==> src/rtl/truth_table_sweeper_pkg.sv <==
// Shared definitions for the truth-table sweeper: FSM state encodings and default sizing.
// Default sizing sweeps 16 vectors with one-cycle settle.
package truth_table_sweeper_pkg;

  typedef enum logic [1:0] {
    ST_IDLE = 2'd0,
    ST_RUN  = 2'd1,
    ST_DONE = 2'd2
  } state_e;

  localparam int DEF_N_IN   = 4;
  localparam int DEF_SETTLE = 1;

  function automatic int vec_count(input int n_in);
    return 1 << n_in;
  endfunction

endpackage

==> src/rtl/truth_table_sweeper.sv <==
// Drives every input vector to a combinational circuit, captures its truth table and grades it.
// done rises 2**N_IN*SETTLE edges after the start edge; start is ignored while sweeping.
module truth_table_sweeper
  import truth_table_sweeper_pkg::*;
#(
  parameter int                                N_IN   = DEF_N_IN,
  parameter int                                SETTLE = DEF_SETTLE,
  parameter logic [vec_count(N_IN)-1:0]        EXPECT = '0
) (
  input  logic                        clk,
  input  logic                        rst,
  input  logic                        start,
  output logic [N_IN-1:0]             x_out,
  input  logic                        y_in,
  output logic                        busy,
  output logic                        done,
  output logic [vec_count(N_IN)-1:0]  table_out,
  output logic [N_IN:0]               mismatch_cnt,
  output logic [N_IN-1:0]             first_fail,
  output logic                        first_fail_vld,
  output logic                        pass
);

  localparam int NV = vec_count(N_IN);
  localparam int CW = (SETTLE > 1) ? $clog2(SETTLE) : 1;
  localparam logic [CW-1:0]   CNT_LAST = CW'(SETTLE - 1);
  localparam logic [N_IN-1:0] VEC_LAST = {N_IN{1'b1}};

  state_e            state_q, state_d;
  logic [CW-1:0]     cnt_q, cnt_d;
  logic [N_IN-1:0]   x_q, x_d;
  logic [NV-1:0]     table_q, table_d;
  logic [N_IN:0]     mism_q, mism_d;
  logic [N_IN-1:0]   ff_q, ff_d;
  logic              ffv_q, ffv_d;

  logic start_ok;
  logic sample;
  logic last_vec;

  assign start_ok = start && (state_q != ST_RUN);
  assign sample   = (state_q == ST_RUN) && (cnt_q == CNT_LAST);
  assign last_vec = (x_q == VEC_LAST);

  // State register
  always_ff @(posedge clk) begin
    if (rst) begin
      state_q <= ST_IDLE;
    end else begin
      state_q <= state_d;
    end
  end

  // Next-state logic
  always_comb begin
    state_d = state_q;
    case (state_q)
      ST_IDLE: if (start_ok) state_d = ST_RUN;
      ST_RUN:  if (sample && last_vec) state_d = ST_DONE;
      ST_DONE: if (start_ok) state_d = ST_RUN;
      default: state_d = ST_IDLE;
    endcase
  end

  // FSM outputs
  always_comb begin
    busy = 1'b0;
    done = 1'b0;
    pass = 1'b0;
    case (state_q)
      ST_RUN:  busy = 1'b1;
      ST_DONE: begin
        done = 1'b1;
        pass = (mism_q == '0);
      end
      default: ;
    endcase
  end

  // Datapath: settle counter, vector counter and result accumulation
  always_comb begin
    cnt_d   = cnt_q;
    x_d     = x_q;
    table_d = table_q;
    mism_d  = mism_q;
    ff_d    = ff_q;
    ffv_d   = ffv_q;
    if (start_ok) begin
      cnt_d   = '0;
      x_d     = '0;
      table_d = '0;
      mism_d  = '0;
      ff_d    = '0;
      ffv_d   = 1'b0;
    end else if (state_q == ST_RUN) begin
      if (sample) begin
        table_d[x_q] = y_in;
        if (y_in != EXPECT[x_q]) begin
          mism_d = mism_q + {{N_IN{1'b0}}, 1'b1};
          if (!ffv_q) begin
            ff_d  = x_q;
            ffv_d = 1'b1;
          end
        end
        cnt_d = '0;
        // The last vector stays on x_out so the circuit output remains observable in DONE.
        if (!last_vec) begin
          x_d = x_q + {{(N_IN-1){1'b0}}, 1'b1};
        end
      end else begin
        cnt_d = cnt_q + {{(CW-1){1'b0}}, 1'b1};
      end
    end
  end

  always_ff @(posedge clk) begin
    if (rst) begin
      cnt_q   <= '0;
      x_q     <= '0;
      table_q <= '0;
      mism_q  <= '0;
      ff_q    <= '0;
      ffv_q   <= 1'b0;
    end else begin
      cnt_q   <= cnt_d;
      x_q     <= x_d;
      table_q <= table_d;
      mism_q  <= mism_d;
      ff_q    <= ff_d;
      ffv_q   <= ffv_d;
    end
  end

  assign x_out          = x_q;
  assign table_out      = table_q;
  assign mismatch_cnt   = mism_q;
  assign first_fail     = ff_q;
  assign first_fail_vld = ffv_q;

endmodule
==> config.mk <==
export PLATFORM = sky130hd
export DESIGN_NAME = truth_table_sweeper
export DESIGN_NICKNAME = d
export VERILOG_FILES = /design/src/rtl/truth_table_sweeper_pkg.sv /design/src/rtl/truth_table_sweeper.sv
export SDC_FILE = /design/constraint.sdc
export NUM_CORES = 1
export LEC_CHECK = 0
export CORE_MARGIN = 5
export CORE_UTILIZATION = 56
export CTS_BUF_LIST = sky130_fd_sc_hd__clkbuf_4
export CTS_CLUSTER_DIAMETER = 120
export DETAILED_ROUTE_END_ITERATION = 16
export PLACE_DENSITY = 0.95
export RECOVER_POWER = 25
export SYNTH_ARGS = -nofsm -noshare
export SYNTH_HDL_FRONTEND = slang
export SYNTH_SLANG_ARGS = --single-unit
==> constraint.sdc <==
create_clock -name clk -period 2.52 [get_ports clk]
set_clock_uncertainty 0.05 [all_clocks]
set_input_delay 0.504 -clock clk [delete_from_list [all_inputs] [get_ports clk]]
set_output_delay 0.504 -clock clk [all_outputs]
set_load 0.02 [all_outputs]
# After elaboration in Yosys (flattened, before gate mapping)

Memories as Yosys holds them, arrays and structs flattened. A register that Yosys moved wholly into a read port is not among the register bits.
Index checks and enable logic that the tools add are counted.

Flip-flop bits (word level): 33
Latch bits: 0
Bits in writable memories: 0
ROM bits: 16
Bits of input ports: 4
Logic and storage cells: 49
Memories: 1

Memories:

| name             | words | bits a word | rd ports | clocked after memory_dff | write ports | RTL line                  | source |
|---|---|---|---|---|---|---|---|
| (name not given) | 16    | 1           | 1        | 1                        | 0           | truth_table_sweeper.sv:98 | `if (y_in != EXPECT[x_q]) begin` |

Add/sub/neg operators: 3
Multipliers: 0
Divide/modulo/power cells: 0
Order comparisons: 2
Equal/unequal tests: 7
Shifts and indexed selects: 0
Muxes and demuxes: 13
Bitwise logic cells: 3
Reduce and logical (&&, ||, !) cells: 13

Operators with widths:

| operator                                                               | number |
|---|---|
| 16-bit bitwise mux                                                     | 1 |
| 4-bit 2-to-1 mux                                                       | 2 |
| 1-bit 2-to-1 mux                                                       | 6 |
| 3-bit AND reduction                                                    | 2 |
| 5-bit by 1-bit adder with 5-bit output (second input constant)         | 1 |
| 5-bit logical NOT                                                      | 1 |
| 4-bit by 5-bit < comparator with 1-bit output (second input constant)  | 1 |
| 4-bit by 1-bit adder with 4-bit output (second input constant)         | 1 |
| 1-bit demux with 4-bit select                                          | 1 |
| 4-bit == test (second input constant)                                  | 1 |
| 4-bit by 1-bit >= comparator with 1-bit output (second input constant) | 1 |
| 1-bit logical AND                                                      | 4 |
| 2-bit 2-to-1 mux                                                       | 2 |
| 2-bit by 1-bit != test with 1-bit output (second input constant)       | 2 |
| 2-bit one-hot mux with 2 select lines                                  | 1 |
| 2-bit AND reduction                                                    | 2 |
| 4-bit AND reduction                                                    | 1 |
| 2-bit OR reduction                                                     | 2 |
| 1-bit NOT                                                              | 3 |
| 2-bit by 1-bit == test with 1-bit output (second input constant)       | 1 |
| 2-bit == test (second input constant)                                  | 1 |
| 2-bit logical NOT                                                      | 1 |
| 2-bit != test (second input constant)                                  | 1 |
| 1-bit adder (second input constant)                                    | 1 |
| 1-bit != test                                                          | 1 |

# Logic depth before layout (Yosys ltp)

Gate-level depths: netlist of the first run.

Depth in word-level cells: 5
Depth in mapped cells: 5

# Worst setup path after synthesis of the first run

OpenSTA, ideal clock, no wires.

Path kind: register -> output
Start: reg state_q[1]
End: out pass
Arrival: 1150 ps
Required time: 1966 ps
Slack: 816 ps
Stages on the path, launching flop included: 3
Buffers on the path: 0
Path through: dfxtp_1 -> nor2b_1 -> and4_1

Cells in the longest elaborated chain, start to end: 2

Ends and longest elaborated chain:

| what                   | RTL line                  | source |
|---|---|---|
| start, declared        | truth_table_sweeper.sv:29 | `state_e state_q, state_d;` |
| start signal, assigned | truth_table_sweeper.sv:50 | `state_q <= state_d;` |
| 2-bit == test          | truth_table_sweeper.sv:70 | `case (state_q)` |
| 1-bit 2-to-1 mux       | truth_table_sweeper.sv:70 |  |
| end, declared          | truth_table_sweeper.sv:21 | `output logic pass` |

Every way passes these cells.

# Worst setup path after layout of the first run

Ends and elaborated chain as after synthesis.

==> results of run 1 <==
[cells by family after synthesis]
kind of cell	count (synthesis)	synth area share, %
XOR/XNOR	1	0.531
AO/OA/AOI/OAI	42	18.2
adder cells (fa/ha/maj)	6	4.55
multiplexers	22	13.4
buffers and inverters	25	7.21
AND/OR/NAND/NOR	46	16.1
flip-flops	33	40.1
[sequential cells by signal, summed over array words and instances (netlist names)]
register / flops
first_fail: 4
mismatch_cnt: 5
cnt_q: 1
x_out: 4
state_q: 2
table_out: 16
first_fail_vld: 1
[synth_stat cells (all sizes together)]
cell type / n
o21ai: 5
or3b: 1
nor2: 7
and2b: 1
clkbuf: 2
nor3: 1
inv: 10
a21oi: 6
and4: 1
a22oi: 1
nor3b: 4
a41oi: 1
mux2i: 22
a21o: 1
o21ba: 1
nand2b: 1
buf: 13
and3: 2
nand4: 3
nor4bb: 1
nor2b: 4
dfxtp: 33
nand3: 19
nand2: 1
xnor2: 1
o211ai: 27
ha: 6
[worst max-delay path, delay by kind of cell, from the launching register on]
family / cells / cell delay, ns
buf+inv: 1 / 0.60
flops: 1 / 0.45
simple gates: 2 / 0.46
[area by class of cell]
type                       instances  share of cell area, %
timing repair buffer              42                   19.6
clock inverter                     3                  0.610
inverter                          10                   1.83
multi-input combinational        117                   42.1
sequential                        33                   32.2
clock buffer                       5                   1.83
tap                               31                   1.89
[power by group through the flow]
stage	Combinational, mW	Sequential (mW)	Clock, mW
5_1_grt	0.111	0.534	0.316
4_1_cts	0.105	0.533	0.288
3_3_place_gp	0.0993	0.544	0
2_1_floorplan	0.0702	0.548	0
3_5_place_dp	0.104	0.545	0
6_report	0.102	0.533	0.277
[path summary, 6_finish.rpt]
path                  from            end  slack [ns]  cells after the start
max             state_q[1]           pass        0.12                      3
min          table_out[15]  table_out[15]        0.45                      2
max reg2reg     state_q[0]   table_out[8]        0.44                      4
min reg2reg  table_out[15]  table_out[15]        0.45                      2
[routing by layer]
layer | up-vias | track usage, %
met5 | - | 0
met4 | 0 | 10.4
met3 | 9 | 5.60
met2 | 47 | 34.5
met1 | 706 | 23.8
li1 | 714 | -
==> results.yml, run 1 <==
worst_setup_path:
  path_class: "flip-flop to primary output"
  crit_chain: "nor2b_2 -> and4_1 -> clkdlybuf4s50_1"
  worstPathArrival_ns: 1.84
  crit_fanout: 5
  cp_slowest_cell: "clkdlybuf4s50_1"
  start_kind: "flip-flop"
  worstSetupEndpointType: "primary output"
  worstPathRequired_ns: 1.97
  crit_path_max_incr_delay_ns: 0.60
yosys:
  ys_seq_elements: 33
  yosysWarnings: 0
  yosys-top-cells-area: "dfxtp_1 (40%), mux2i_1 (13%), o211ai_1 (12%), nand3_1 (5.8%), ha_1 (4.6%)"
  syn_nets: 185
  synth_cells: 175
  seq_area_frac_synth_pct: 40.1
  syn_area_per_cell_um2: 9.42
  synth_cell_types: 33
  yosysTopAreaCellShare_pct: 40.1
  yosys.area.top_type: "dfxtp_1"
  syn-cell-area_um2: 1650
global_routing:
  grt_start_max_net_pins: 31
  grt_usage_pct: 20.6
  grt_pass1_wl_um: 6820
  antenna_found_initial: 0
  grt_pass1_vias: 1449
  overflow: 0
cells_and_area:
  final_common_cell: "clkdlybuf4s50_1"
  final_util_pct: 73.8
  fillCellCount: 198
  fin_cells: 241
  drive_gt1_share_pct: 7.14
  multi_input_area_um2: 863
  syn_to_final_growth_pct: 24.4
  fin_area_um2: 2050
  seq_area_um2: 661
  num_antenna_cells: 0
  final_cell_mix: "clkdlybuf4s50_1 (35), dfxtp_1 (33), o211ai_1 (27)"
  num-nets-final: 219
detailed_routing:
  met3WireLength_um: 248
  wl_per_cell_um: 16.5
  drt_wl_total_um: 3970
  wl_met2_um: 1970
  routed_via_density: 6.12
  top_layer_used: "met4"
  drc: 0
  drtIter0Drc: 52
  drt_pass1_iterations: 4
  vias: 1476
  m1WireLength_um: 1660
  ant_nets: 0
timing:
  tns_ns: 0
  setup_ws_ns: 0.124
  relSlewSlack_pct: 26.7
  rsz0062_at_grt: "false"
  post-route-period-util_pct: 95.1
  whs_ns: 0.447
  tightestPinTransition_ns: 1.10
  finalCriticalPeriod_ns: 2.40
  hold_viol: 0
  drv_slew: 0
  finalSetupViolCount: 0
  max_freq_mhz: 417
power_and_ir_drop:
  p_clk_share_pct: 30.4
  finalPower_uw: 913
  peakVddDrop_mv: 0.341
  power_frac_seq_pct: 58.4
  switching_power_uw: 250
  power_density_nw_per_um2: 445
  p_sw_share_pct: 27.3
  p_comb_share_pct: 11.2
  p_int_uw: 663
  leakagePower_nw: 0.800
clock_network:
  cts_tree: "built"
  cts.clk_slew.worst_paths_ns: 0.10
  root_buffer: "clkbuf_4"
  cts_num_sinks: 33
  htreeDepth: 2
  cts_hold_buf: 0
  cts_resized: 0
  clk_latency_ns: 0.33
  clock_path_buffers: 2
  cts_setup_buffers: 0
  cts_buffers: 5
floorplanning:
  dieArea_um2: 4130
  die_y_um: 64.3
  pin_count: 37
  core_area_um2: 2780
  fp-row-count: 19
  start_util_pct: 59.3
  die_x_um: 64.3
run:
  maxCapViolCount: 0
place:
  place.gp.congestion: 0.880
  hpwlAfterDp_um: 2860
  pre_cts_ws_ns: 0.406
  postPlaceCellArea_um2: 2020
  dp.cells: 233
  port_buffers: 36
outcome:
  outcome: "finished, final reports clean"
worst_hold_path:
  hold_path_class: "flip-flop to flip-flop"
Note: power is estimated with default switching activity, not from simulation.
==> run 2, diff against run 1 <==
CELL_PAD_IN_SITES_DETAIL_PLACEMENT = 1   (was default)
CELL_PAD_IN_SITES_GLOBAL_PLACEMENT = 1   (was default)
CORE_UTILIZATION = 42   (was 56)
==> run 2 against run 1 <==
Against the previous run:
- via count decreased by 2.2%
- cell area increased by 1.4%
- sequential power is essentially flat
- largest cell class unchanged
- highest routed layer unchanged
==> results.yml, run 2 (synthesized netlist as in run 1, its figures left out) <==
global_routing:
  grt_start_max_net_pins: 31
  grt_use_met2_pct: 30.1
  overflow: 0
  antenna_found_initial: 0
  grt_pass1_vias: 1525
  grt_util_met3_pct: 3.99
  grt_pass1_wl_um: 7250
  top_usage_layer: "met2"
  met1_usage_pct: 20.6
  grt_usage_pct: 17.6
timing:
  max_freq_mhz: 420
  tns_ns: 0
  rsz0062_at_grt: "false"
  post-route-period-util_pct: 94.5
  finalSetupViolCount: 0
  hold_viol: 0
  tightestPinTransition_ns: 0.743
  drv_slew: 0
  relSlewSlack_pct: 50.1
  finalCriticalPeriod_ns: 2.38
place:
  dp.cells: 250
  port_buffers: 36
  place.gp.congestion: 0.766
  hpwlAfterDp_um: 3220
  postPlaceCellArea_um2: 2040
power_and_ir_drop:
  leakagePower_nw: 0.808
  peakVddDrop_mv: 0.294
  power_density_nw_per_um2: 454
detailed_routing:
  drt_wl_total_um: 4310
  wl_per_cell_um: 16.7
  drtIter0Drc: 52
  vias: 1444
  drt_pass1_iterations: 4
  routed_via_density: 5.60
  drc: 0
  ant_nets: 0
clock_network:
  clk_latency_ns: 0.33
  cts_tree: "built"
  htreeDepth: 2
  cts_buffers: 5
  cts.clk_slew.worst_paths_ns: 0.09
  cts_hold_buf: 0
  clock_path_buffers: 2
  cts_num_sinks: 33
  cts_setup_buffers: 0
  root_buffer: "clkbuf_4"
  cts_resized: 0
floorplanning:
  fp-row-count: 22
  dieArea_um2: 5280
  core_area_um2: 3740
  start_util_pct: 44.1
  pin_count: 37
  die_x_um: 72.7
  die_y_um: 72.7
run:
  maxCapViolCount: 0
worst_setup_path:
  cp_slowest_cell: "clkdlybuf4s50_1"
  r2r-end: "table_out[1]"
  reg2regPathDepth: 5
  start_kind: "flip-flop"
  crit_fanout: 5
  crit_chain: "nor2b_1 -> and4_1 -> clkdlybuf4s50_1"
  r2r-start: "state_q[0]"
  worstPathRequired_ns: 1.97
  worstSetupEndpointType: "primary output"
  worstPathArrival_ns: 1.83
  crit_path_max_incr_delay_ns: 0.60
  reg2reg_slack_ns: 0.39
  path_class: "flip-flop to primary output"
cells_and_area:
  fin_area_um2: 2080
  drive_gt1_share_pct: 7.62
  largest_reg_flops: 16
  num_antenna_cells: 0
  syn_to_final_growth_pct: 26.2
  final_common_cell: "clkdlybuf4s50_1"
  final_cell_mix: "clkdlybuf4s50_1 (36), dfxtp_1 (33), o211ai_1 (27)"
  num-nets-final: 219
  multi_input_area_um2: 863
  fin_cells: 258
  final_util_pct: 55.6
  seq_area_um2: 661
  fillCellCount: 440
outcome:
  outcome: "finished, final reports clean"
worst_hold_path:
  worstHoldStart: "first_fail[2]"
  whs_endpoint: "first_fail[2]"
  holdPathStages: 2
  hold_path_class: "flip-flop to flip-flop"
## run 2: where the power goes
part	switching [mW]	internal (mW)
sequential	0.00673	0.526
clock	0.165	0.143
combinational	0.0680	0.0359
## run 2: per-layer routing
metal  vias to the layer above  wire, µm
met5                         -         0
met4                         0       111
met3                         9       135
met2                        28      2170
met1                       697      1890
li1                        710         -
## run 2: cell type report
| class | instances | share of cell area [%] |
|---|---|---|
| multi-input cells | 117 | 41.5 |
| inverters | 10 | 1.80 |
| clock buffers | 8 | 2.89 |
| flip-flops and latches | 33 | 31.7 |
| well taps | 48 | 2.89 |
| repair buffers | 42 | 19.2 |
## run 2: stage by stage
stage / total power, mW / worst slack (ns) / hold slack [ns]
final: 0.945 / 0.137 / 0.452
after global routing: 0.994 / 0.0173 / 0.475
after CTS: 0.963 / 0.0980 / 0.457
after detailed placement: 0.652 / 0.213 / 0.436
after global placement: 0.647 / 0.446 / 0.430
after floorplan: 0.618 / 0.816 / 0.442
## run 2: critical path: cells and delay by family (launching register included)
kind	cells	cell delay, ns
simple gates	2	0.49
buf+inv	1	0.60
flops	1	0.41
## run 2: worst max path at each step
stage,slack (ns),from,to,depth (start not counted)
3_5_place_dp,0.21,y_in,first_fail[1],5
6_report,0.14,state_q[1],pass,3
5_1_grt,0.02,state_q[1],pass,3
3_3_place_gp,0.45,y_in,first_fail[1],5
4_1_cts,0.1,state_q[1],pass,3
2_1_floorplan,0.82,state_q[1],pass,2
